[src/rtl/cc_input_cond.sv]
// cc_input_cond
//   Conditions the player inputs of the core. It merges the USB/DB joysticks
//   with a PS/2 keyboard, debounces every control, applies SOCD neutral per
//   stick and shapes the coin input into one pulse that lasts a fixed number
//   of frames.
//
// Parameters
//   DEB_CYCLES  - consecutive clk_sys cycles a raw input must differ from its
//                 debounced value before the debounced value follows it
//   COIN_FRAMES - coin1 pulse width, counted in vblank rising edges
//
// Ports
//   clk_sys     in   system clock; all logic runs on its rising edge
//   reset       in   synchronous, active-high reset
//   vblank      in   vertical blank level, synchronous to clk_sys
//   ps2_key     in   [10] event toggle, [9] pressed, [8] extended, [7:0] code
//   joystick_0  in   player 1: [0]R [1]L [2]D [3]U [4]RR [5]RL [6]RD [7]RU
//                    [8]Start1 [9]Start2 [10]Coin
//   joystick_1  in   player 2, same layout
//   p1_ctl      out  debounced player 1 sticks, joystick bit order [7:0]
//   p2_ctl      out  debounced player 2 sticks, joystick bit order [7:0]
//   start1      out  debounced start 1 level
//   start2      out  debounced start 2 level
//   coin1       out  coin pulse, COIN_FRAMES frames wide
module cc_input_cond #(
  parameter int DEB_CYCLES  = 4800,
  parameter int COIN_FRAMES = 3
) (
  input  logic        clk_sys,
  input  logic        reset,
  input  logic        vblank,
  input  logic [10:0] ps2_key,
  input  logic [15:0] joystick_0,
  input  logic [15:0] joystick_1,
  output logic [7:0]  p1_ctl,
  output logic [7:0]  p2_ctl,
  output logic        start1,
  output logic        start2,
  output logic        coin1
);

  localparam int NUM_RAW = 19;
  localparam int CNT_W   = (DEB_CYCLES < 1) ? 1 : $clog2(DEB_CYCLES + 1);
  localparam int FRM_W   = (COIN_FRAMES < 1) ? 1 : $clog2(COIN_FRAMES + 1);
  localparam logic [CNT_W-1:0] CNT_LAST = CNT_W'(DEB_CYCLES - 1);
  localparam logic [FRM_W-1:0] FRM_LAST = FRM_W'(COIN_FRAMES - 1);

  // Key-state slots: [7:0] mirror the stick bits, then start1, start2, coin.
  localparam int KEY_START1 = 8;
  localparam int KEY_START2 = 9;
  localparam int KEY_COIN   = 10;

  // Raw/debounced vector: [7:0] p1 sticks, [15:8] p2 sticks, then starts, coin.
  localparam int RAW_START1 = 16;
  localparam int RAW_START2 = 17;
  localparam int RAW_COIN   = 18;

  typedef enum logic [1:0] {
    COIN_IDLE  = 2'd0,
    COIN_PULSE = 2'd1,
    COIN_HOLD  = 2'd2
  } coin_state_e;

  logic [10:0]        key_q, key_d;
  logic               kbd_tog_q, kbd_tog_d;
  logic               key_event;
  logic [NUM_RAW-1:0] raw;
  logic               raw_start1, raw_start2;
  logic [NUM_RAW-1:0] deb_q, deb_d;
  logic [CNT_W-1:0]   cnt_q [NUM_RAW];
  logic [CNT_W-1:0]   cnt_d [NUM_RAW];
  logic [7:0]         p1_ctl_q, p1_ctl_d;
  logic [7:0]         p2_ctl_q, p2_ctl_d;
  logic               start1_q, start1_d;
  logic               start2_q, start2_d;
  logic               vblank_q, vblank_d;
  logic               coin_prev_q, coin_prev_d;
  logic               vblank_rise, coin_rise;
  coin_state_e        coin_state_q, coin_state_d;
  logic [FRM_W-1:0]   frame_q, frame_d;
  logic               coin1_q, coin1_d;
  logic               unused_joy_bits;

  assign unused_joy_bits = ^{joystick_0[15:11], joystick_1[15:11]};

  // Opposing directions cancel: bit order is U=3, D=2, L=1, R=0.
  function automatic logic [3:0] socd_neutral(input logic [3:0] dirs);
    logic [3:0] res;
    res = dirs;
    if (dirs[3] && dirs[2]) res[3:2] = 2'b00;
    if (dirs[1] && dirs[0]) res[1:0] = 2'b00;
    return res;
  endfunction

  // A keyboard event is any change of the toggle bit; the extended flag only
  // matters for the start/coin codes, the arrows and WASD accept both forms.
  always_comb begin
    key_d     = key_q;
    kbd_tog_d = ps2_key[10];
    key_event = (ps2_key[10] != kbd_tog_q);
    if (key_event) begin
      case (ps2_key[7:0])
        8'h75:        key_d[7] = ps2_key[9];
        8'h72:        key_d[6] = ps2_key[9];
        8'h6B:        key_d[5] = ps2_key[9];
        8'h74:        key_d[4] = ps2_key[9];
        8'h1D:        key_d[3] = ps2_key[9];
        8'h1B:        key_d[2] = ps2_key[9];
        8'h1C:        key_d[1] = ps2_key[9];
        8'h23:        key_d[0] = ps2_key[9];
        8'h05, 8'h16: if (!ps2_key[8]) key_d[KEY_START1] = ps2_key[9];
        8'h06, 8'h1E: if (!ps2_key[8]) key_d[KEY_START2] = ps2_key[9];
        8'h2E, 8'h36: if (!ps2_key[8]) key_d[KEY_COIN]   = ps2_key[9];
        default:      ;
      endcase
    end
  end

  // Pressing start also inserts a coin, so raw coin includes both starts.
  always_comb begin
    raw_start1 = joystick_0[8] | joystick_1[8] | key_q[KEY_START1];
    raw_start2 = joystick_0[9] | joystick_1[9] | key_q[KEY_START2];
    raw        = '0;
    raw[7:0]   = joystick_0[7:0] | key_q[7:0];
    raw[15:8]  = joystick_1[7:0];
    raw[RAW_START1] = raw_start1;
    raw[RAW_START2] = raw_start2;
    raw[RAW_COIN]   = joystick_0[10] | joystick_1[10] | key_q[KEY_COIN]
                      | raw_start1 | raw_start2;
  end

  // The counter reaching CNT_LAST while still different is the DEB_CYCLES-th
  // differing cycle, so the debounced value flips on that same edge.
  always_comb begin
    deb_d = deb_q;
    for (int i = 0; i < NUM_RAW; i++) begin
      cnt_d[i] = '0;
      if (raw[i] != deb_q[i]) begin
        if (cnt_q[i] == CNT_LAST) begin
          deb_d[i] = raw[i];
        end else begin
          cnt_d[i] = cnt_q[i] + CNT_W'(1);
        end
      end
    end
  end

  always_comb begin
    p1_ctl_d    = {socd_neutral(deb_q[7:4]), socd_neutral(deb_q[3:0])};
    p2_ctl_d    = {socd_neutral(deb_q[15:12]), socd_neutral(deb_q[11:8])};
    start1_d    = deb_q[RAW_START1];
    start2_d    = deb_q[RAW_START2];
    vblank_d    = vblank;
    coin_prev_d = deb_q[RAW_COIN];
  end

  always_ff @(posedge clk_sys) begin
    if (reset) begin
      key_q       <= '0;
      kbd_tog_q   <= ps2_key[10];
      deb_q       <= '0;
      cnt_q       <= '{default: '0};
      p1_ctl_q    <= '0;
      p2_ctl_q    <= '0;
      start1_q    <= 1'b0;
      start2_q    <= 1'b0;
      vblank_q    <= 1'b0;
      coin_prev_q <= 1'b0;
    end else begin
      key_q       <= key_d;
      kbd_tog_q   <= kbd_tog_d;
      deb_q       <= deb_d;
      cnt_q       <= cnt_d;
      p1_ctl_q    <= p1_ctl_d;
      p2_ctl_q    <= p2_ctl_d;
      start1_q    <= start1_d;
      start2_q    <= start2_d;
      vblank_q    <= vblank_d;
      coin_prev_q <= coin_prev_d;
    end
  end

  // A vblank edge seen in the cycle that enters PULSE is not counted, because
  // frame counting only happens once the state register holds PULSE. Coin
  // activity during PULSE is ignored; HOLD waits for the coin to be released.
  always_comb begin
    coin_state_d = coin_state_q;
    frame_d      = frame_q;
    vblank_rise  = vblank & ~vblank_q;
    coin_rise    = deb_q[RAW_COIN] & ~coin_prev_q;
    case (coin_state_q)
      COIN_IDLE: begin
        if (coin_rise) begin
          coin_state_d = COIN_PULSE;
          frame_d      = '0;
        end
      end
      COIN_PULSE: begin
        if (vblank_rise) begin
          if (frame_q == FRM_LAST) begin
            coin_state_d = COIN_HOLD;
            frame_d      = '0;
          end else begin
            frame_d = frame_q + FRM_W'(1);
          end
        end
      end
      COIN_HOLD: begin
        if (!deb_q[RAW_COIN]) coin_state_d = COIN_IDLE;
      end
      default: begin
        coin_state_d = COIN_IDLE;
        frame_d      = '0;
      end
    endcase
    coin1_d = (coin_state_d == COIN_PULSE);
  end

  always_ff @(posedge clk_sys) begin
    if (reset) begin
      coin_state_q <= COIN_IDLE;
      frame_q      <= '0;
      coin1_q      <= 1'b0;
    end else begin
      coin_state_q <= coin_state_d;
      frame_q      <= frame_d;
      coin1_q      <= coin1_d;
    end
  end

  assign p1_ctl = p1_ctl_q;
  assign p2_ctl = p2_ctl_q;
  assign start1 = start1_q;
  assign start2 = start2_q;
  assign coin1  = coin1_q;

endmodule

[config.mk]
export PLATFORM = sky130hd
export DESIGN_NAME = cc_input_cond
export DESIGN_NICKNAME = d
export VERILOG_FILES = /design/src/rtl/cc_input_cond.sv
export SDC_FILE = /design/constraint.sdc
export NUM_CORES = 1
export LEC_CHECK = 0
export CELL_PAD_IN_SITES_DETAIL_PLACEMENT = 0
export CELL_PAD_IN_SITES_GLOBAL_PLACEMENT = 1
export CORE_AREA = 2 2 183 185
export CTS_CLUSTER_DIAMETER = 200
export DETAILED_ROUTE_END_ITERATION = 10
export DIE_AREA = 0 0 185 187
export PLACE_DENSITY_LB_ADDON = 0.1
export SYNTH_ARGS = -nofsm -noshare
export SYNTH_HDL_FRONTEND = slang
export SYNTH_SLANG_ARGS = --single-unit
[constraint.sdc]
create_clock -name clk_sys -period 1.79 [get_ports clk_sys]
set_clock_uncertainty 0.1 [all_clocks]
set_input_delay 0.179 -clock clk_sys [delete_from_list [all_inputs] [get_ports clk_sys]]
set_output_delay 0.179 -clock clk_sys [all_outputs]
set_load 0.01 [all_outputs]
==> metrics.yaml, run 1 <==
io_buffer_count: 54
hold_violations: 0
synth_ff_type: "dfxtp_1"
async_reset_ff_share_pct: 0
path_clk_slew_ns: 0.06
ys_seq_area_share_pct: 47.1
crit_required_ns: 2.14
via_count: 10032
cts_made_buffers: 37
clk_latency_ns: 0.51
antenna_found_initial: 0
num_rows: 67
drive_above_1_share_pct: 17.3
placed_cell_area_um2: 15100
hold_path_class: "input pin to flip-flop"
drv_cap: 0
setup_ws_ns: -0.0358
final_common_cell: "dfxtp_1"
fin_tns_setup_ns: -0.129
relSlewSlack_pct: 66.6
grt_max_degree: 54
ff2ff_path_depth: 5
status: "finished, violations left"
htreeDepth: 2
p_per_area_nw_per_um2: 882
initial_core_util_pct: 39.2
final_util_pct: 50.8
synth-edff-count: 0
core-area_um2: 32900
top_level_ports: 65
ys_seq_elements: 303
violations: "negative setup slack"
synth.largest_area_cell: "dfxtp_1"
clock-root-buffer: "clkbuf_16"
cts.path.max_buffers: 3
drv_slew: 0
synthTopCellsByArea: "dfxtp_1 (47%), xnor2_1 (9.5%), nor2_1 (8.9%), xor2_1 (5.6%), nand3_1 (3.5%)"
timing.fmax_ghz: 0.548
setup_viol: 7
rr_startpoint: "cnt_q[153]$_SDFF_PP0_"
dpl.cell_count: 2066
layout_common_cells: "dfxtp_1 (295), nor2_1 (293), buf_4 (151)"
cts_tree: "done"
die_y_um: 187
drtIter0Drc: 295
hold_slack_ns: 0.0668
hp-start: "ps2_key[10]"
wl_per_cell_um: 11.9
grt_pass1_wl_um: 43900
crit_type: "flip-flop to flip-flop"
r2r_slack_ns: -0.04
place_congestion: 0.782
yosys_warnings: 0
syn2layout_area_growth_pct: 29.7
start_kind: "flip-flop"
fin_area_um2: 16700
fin_crit_sh_pct: 102
static-leakage-power_nw: 5.93
fin_nets: 1727
avgSynthCellArea_um2: 8.95
gr-total-overflow: 0
ir_drop_mv: 0.650
crit_path_max_fanout: 2
antenna_left: 0
period_needed_ns: 1.83
grt_pass1_vias: 9521
preCtsSetupSlack_ns: -0.243
track_usage_pct: 14.8
cts_sinks: 303
power_mw: 14.7
syn-cell-area_um2: 12900
via_per_inst: 4.69
die-area_um2: 34600
r2r-end: "deb_q[7]$_SDFFE_PP0P_"
place_hpwl_um: 17500
worst_hold_path.endpoint: "kbd_tog_q$_DFF_P_"
end_kind: "flip-flop"
wirelength_um: 25400
hold_depth: 1
crit_arrival_ns: 2.17
synth_top_cell_area_share_pct: 47.1
synth_nets: 1502
rsz0062_at_grt: "true"
worstMarginPinSlew_ns: 0.499
synth_cell_types: 43
drc: 0
die_x_um: 185
final_cells: 2137
insertedDiodeCount: 0
syn_inst: 1437
dr.pass1.iters: 4
## where the power goes
group / total, mW / switching (mW) / internal, mW
clock network: 7.34 / 2.78 / 4.56
registers: 6.84 / 0.0369 / 6.80
logic: 0.540 / 0.268 / 0.272
total: 14.7 / 3.09 / 11.6
## sequential cells by signal, summed over array words and instances (netlist names)
register,flops
vblank_q,1
coin_prev_q,1
start1,1
p2_ctl,8
frame_q,2
deb_q,19
coin_state_q,2
key_q,11
cnt_q,247
start2,1
coin1,1
p1_ctl,8
kbd_tog_q,1
## critical path, cell delays in order (launching register included)
cell      delay [ns]
dfxtp_1         0.30
or4b_1          0.51
or4_4           0.46
buf_6           0.14
o21bai_1        0.14
a21oi_1         0.11
## synth_stat cells, types with 8 or more instances
cell type	count
nor2_1	306
dfxtp_1	303
xnor2_1	139
nand3_1	89
xor2_1	82
nand2_1	60
nand4_1	56
nor3_1	52
inv_1	48
nor4_1	39
nor3b_1	25
mux2i_1	24
nand2b_1	22
clkbuf_1	21
and3_1	19
ha_1	19
and4_1	18
a21oi_1	14
nand3b_1	9
or3b_2	9
or3_1	8
## worst max-delay path by stage
| stage | startpoint | end | slack [ns] | depth (start not counted) |
|---|---|---|---|---|
| global route | cnt_q[153]$_SDFF_PP0_ | deb_q[7]$_SDFFE_PP0P_ | -0.13 | 5 |
| finish | cnt_q[153]$_SDFF_PP0_ | deb_q[7]$_SDFFE_PP0P_ | -0.04 | 5 |
| CTS | cnt_q[153]$_SDFF_PP0_ | deb_q[7]$_SDFFE_PP0P_ | -0.07 | 5 |
| detailed placement | ps2_key[10] | key_q[8]$_SDFFE_PP0P_ | -0.24 | 6 |
| floorplan | cnt_q[191]$_SDFF_PP0_ | cnt_q[194]$_SDFF_PP0_ | 0.009 | 5 |
| global placement | ps2_key[10] | key_q[8]$_SDFFE_PP0P_ | -0.27 | 6 |
## metal layers
metal,global-route usage (%),routed length (um),part of all wire (%)
met2,23.8,11600,46
met5,0,0,0
met1,20.2,12500,49
met3,2.86,828,3.3
met4,4.40,488,1.9
## cell type report
cell class / instances / area [um^2]
Fill cell: 3165 / 16200
Multi-Input combinational cell: 1054 / 6770
Sequential cell: 303 / 6080
Timing Repair Buffer: 218 / 1870
Clock buffer: 60 / 1190
Tap cell: 448 / 561
Inverter: 48 / 180
Clock inverter: 6 / 40.0
## cell families (layout without fill, tap and decap cells)
kind of cell	Yosys count	in the layout	synth area share [%]
muxes	24	24	1.87
and+or+nand+nor	757	759	29.9
DFF	303	303	47.1
buffers and inverters	82	332	2.68
AOI/OAI and AO/OA	31	31	1.51
adders and majority gates	19	19	1.85
xor gates and xnor gates	221	221	15.0
## timing repair
item | in CTS | in global routing
gates cloned | 1 | 2
resized for setup | 14 | 64
hold buffers | 1 | 0
setup buffers | 1 | 0
endpoints found under the hold margin | 1 | 0
endpoints found under the setup margin | 105 | 132
pin swaps | 2 | 24
(Power assumes the default switching activity.)
==> inputs of run 2 (changes only) <==
CAP_MARGIN = 25   (was unset)
==> results of run 2 <==
Final layout, timing and power as in run 1 (identical DEF).
==> inputs of run 3 (changes only) <==
SKIP_LAST_GASP = 1   (was unset)
==> metrics.yaml, run 3 (synthesized netlist as in run 1, its figures left out) <==
cts.path.max_buffers: 3
fin_nets: 1727
fin_area_um2: 16700
cts_tree: "done"
crit_required_ns: 2.14
r2r_slack_ns: -0.05
htreeDepth: 2
largest-register: "cnt_q"
setup_ws_ns: -0.0481
path_clk_slew_ns: 0.06
crit_arrival_ns: 2.19
die_x_um: 185
final_util_pct: 50.8
violations: "negative setup slack"
drv_cap: 0
drv_slew: 0
relSlewSlack_pct: 66.6
crit_path_max_fanout: 2
ff2ff_path_depth: 5
power_mw: 14.7
largestRegisters: "cnt_q x247, deb_q x19, key_q x11"
place_hpwl_um: 17500
crit_start: "cnt_q[153]$_SDFF_PP0_"
end_kind: "flip-flop"
place_congestion: 0.782
die-area_um2: 34600
cts_made_buffers: 37
via_per_inst: 4.70
worstMarginPinSlew_ns: 0.499
wirelength_um: 25400
rsz0062_at_grt: "true"
core-area_um2: 32900
syn2layout_area_growth_pct: 29.6
drtIter0Drc: 286
static-leakage-power_nw: 5.93
period_needed_ns: 1.84
track_usage_pct: 14.8
via_count: 10038
clk_latency_ns: 0.51
fin_tns_setup_ns: -0.133
drive_above_1_share_pct: 17.2
fill_cells: 3166
grt_max_degree: 54
crit_type: "flip-flop to flip-flop"
rr_startpoint: "cnt_q[153]$_SDFF_PP0_"
fin_crit_sh_pct: 103
hold_violations: 0
placed_cell_area_um2: 15100
drc: 0
dr.pass1.iters: 4
layout_common_cells: "dfxtp_1 (296), nor2_1 (294), buf_4 (152)"
hold_path_class: "input pin to flip-flop"
num_rows: 67
setup_viol: 7
final_common_cell: "dfxtp_1"
top_level_ports: 65
crit_path_end: "deb_q[7]$_SDFFE_PP0P_"
cts_sinks: 303
status: "finished, violations left"
r2r-end: "deb_q[7]$_SDFFE_PP0P_"
clock-root-buffer: "clkbuf_16"
initial_core_util_pct: 39.2
timing.fmax_ghz: 0.544
wl_per_cell_um: 11.9
hp-start: "ps2_key[10]"
gr-total-overflow: 0
hold_slack_ns: 0.0656
antenna_left: 0
grt_pass1_vias: 9518
p_per_area_nw_per_um2: 883
grt_pass1_wl_um: 43900
start_kind: "flip-flop"
io_buffer_count: 54
antenna_found_initial: 0
largest_reg_flops: 247
die_y_um: 187
ir_drop_mv: 0.650
insertedDiodeCount: 0
[run 3: cell count changes in the layout (fill, tap and decap cells not counted)]
cell,before,now
dfxtp_2,8,7
nor2_1,293,294
dfxtp_1,295,296
nor2_2,4,3
buf_4,151,152
buf_6,6,5
[run 3: layout make-up]
class                           count  area [um^2]  area share [%]
Clock buffer                       60         1190            7.16
Clock inverter                      6         40.0           0.240
Inverter                           48          180            1.08
Multi-Input combinational cell   1054         6770            40.6
Sequential cell                   303         6070            36.4
Tap cell                          448          561            3.36
Timing Repair Buffer              218         1860            11.2
[run 3: where the power goes]
part	total, mW	internal [mW]	switching, mW
Clock	7.34	4.56	2.78
Combinational	0.540	0.271	0.268
Sequential	6.84	6.80	0.0368
[run 3: how the worst min path moves through the flow]
| stage | endpoint | cells after the start |
|---|---|---|
| after CTS | kbd_tog_q$_DFF_P_ | 1 |
| after detailed placement | cnt_q[13]$_SDFF_PP0_ | 1 |
| after global placement | cnt_q[13]$_SDFF_PP0_ | 1 |
| after floorplan | kbd_tog_q$_DFF_P_ | 0 |
| after global routing | kbd_tog_q$_DFF_P_ | 1 |
| final | kbd_tog_q$_DFF_P_ | 1 |
[run 3: what timing repair did]
action,4_1_cts,5_1_grt
pin swaps,2,26
setup buffers,1,0
resized for setup,13,62
gates cloned,1,2
endpoints found under the hold margin,1,0
setup endpoints to repair,105,130
hold buffers,1,0
[run 3: metrics by stage]
step	worst slack (ns)	cells
global placement	-0.266	2066
global route	-0.145	2137
finish	-0.0481	2137
floorplan	0.00869	1437
detailed placement	-0.243	2066
CTS	-0.0829	2135
[run 3: per-layer routing]
| layer | global-route usage, % | vias up | wire length [um] |
|---|---|---|---|
| met5 | 0 | - | 0 |
| met1 | 20.2 | 4575 | 12400 |
| li1 | - | 5322 | - |
| met4 | 4.40 | 0 | 488 |
| met2 | 23.8 | 103 | 11600 |
| met3 | 2.86 | 38 | 902 |
[run 3: worst max-delay path: stages, from the launching register on]
cell and delay, ns:
dfxtp_1 0.30, or4b_1 0.51, or4_4 0.45, buf_4 0.15, o21bai_1 0.14, a21oi_1 0.11
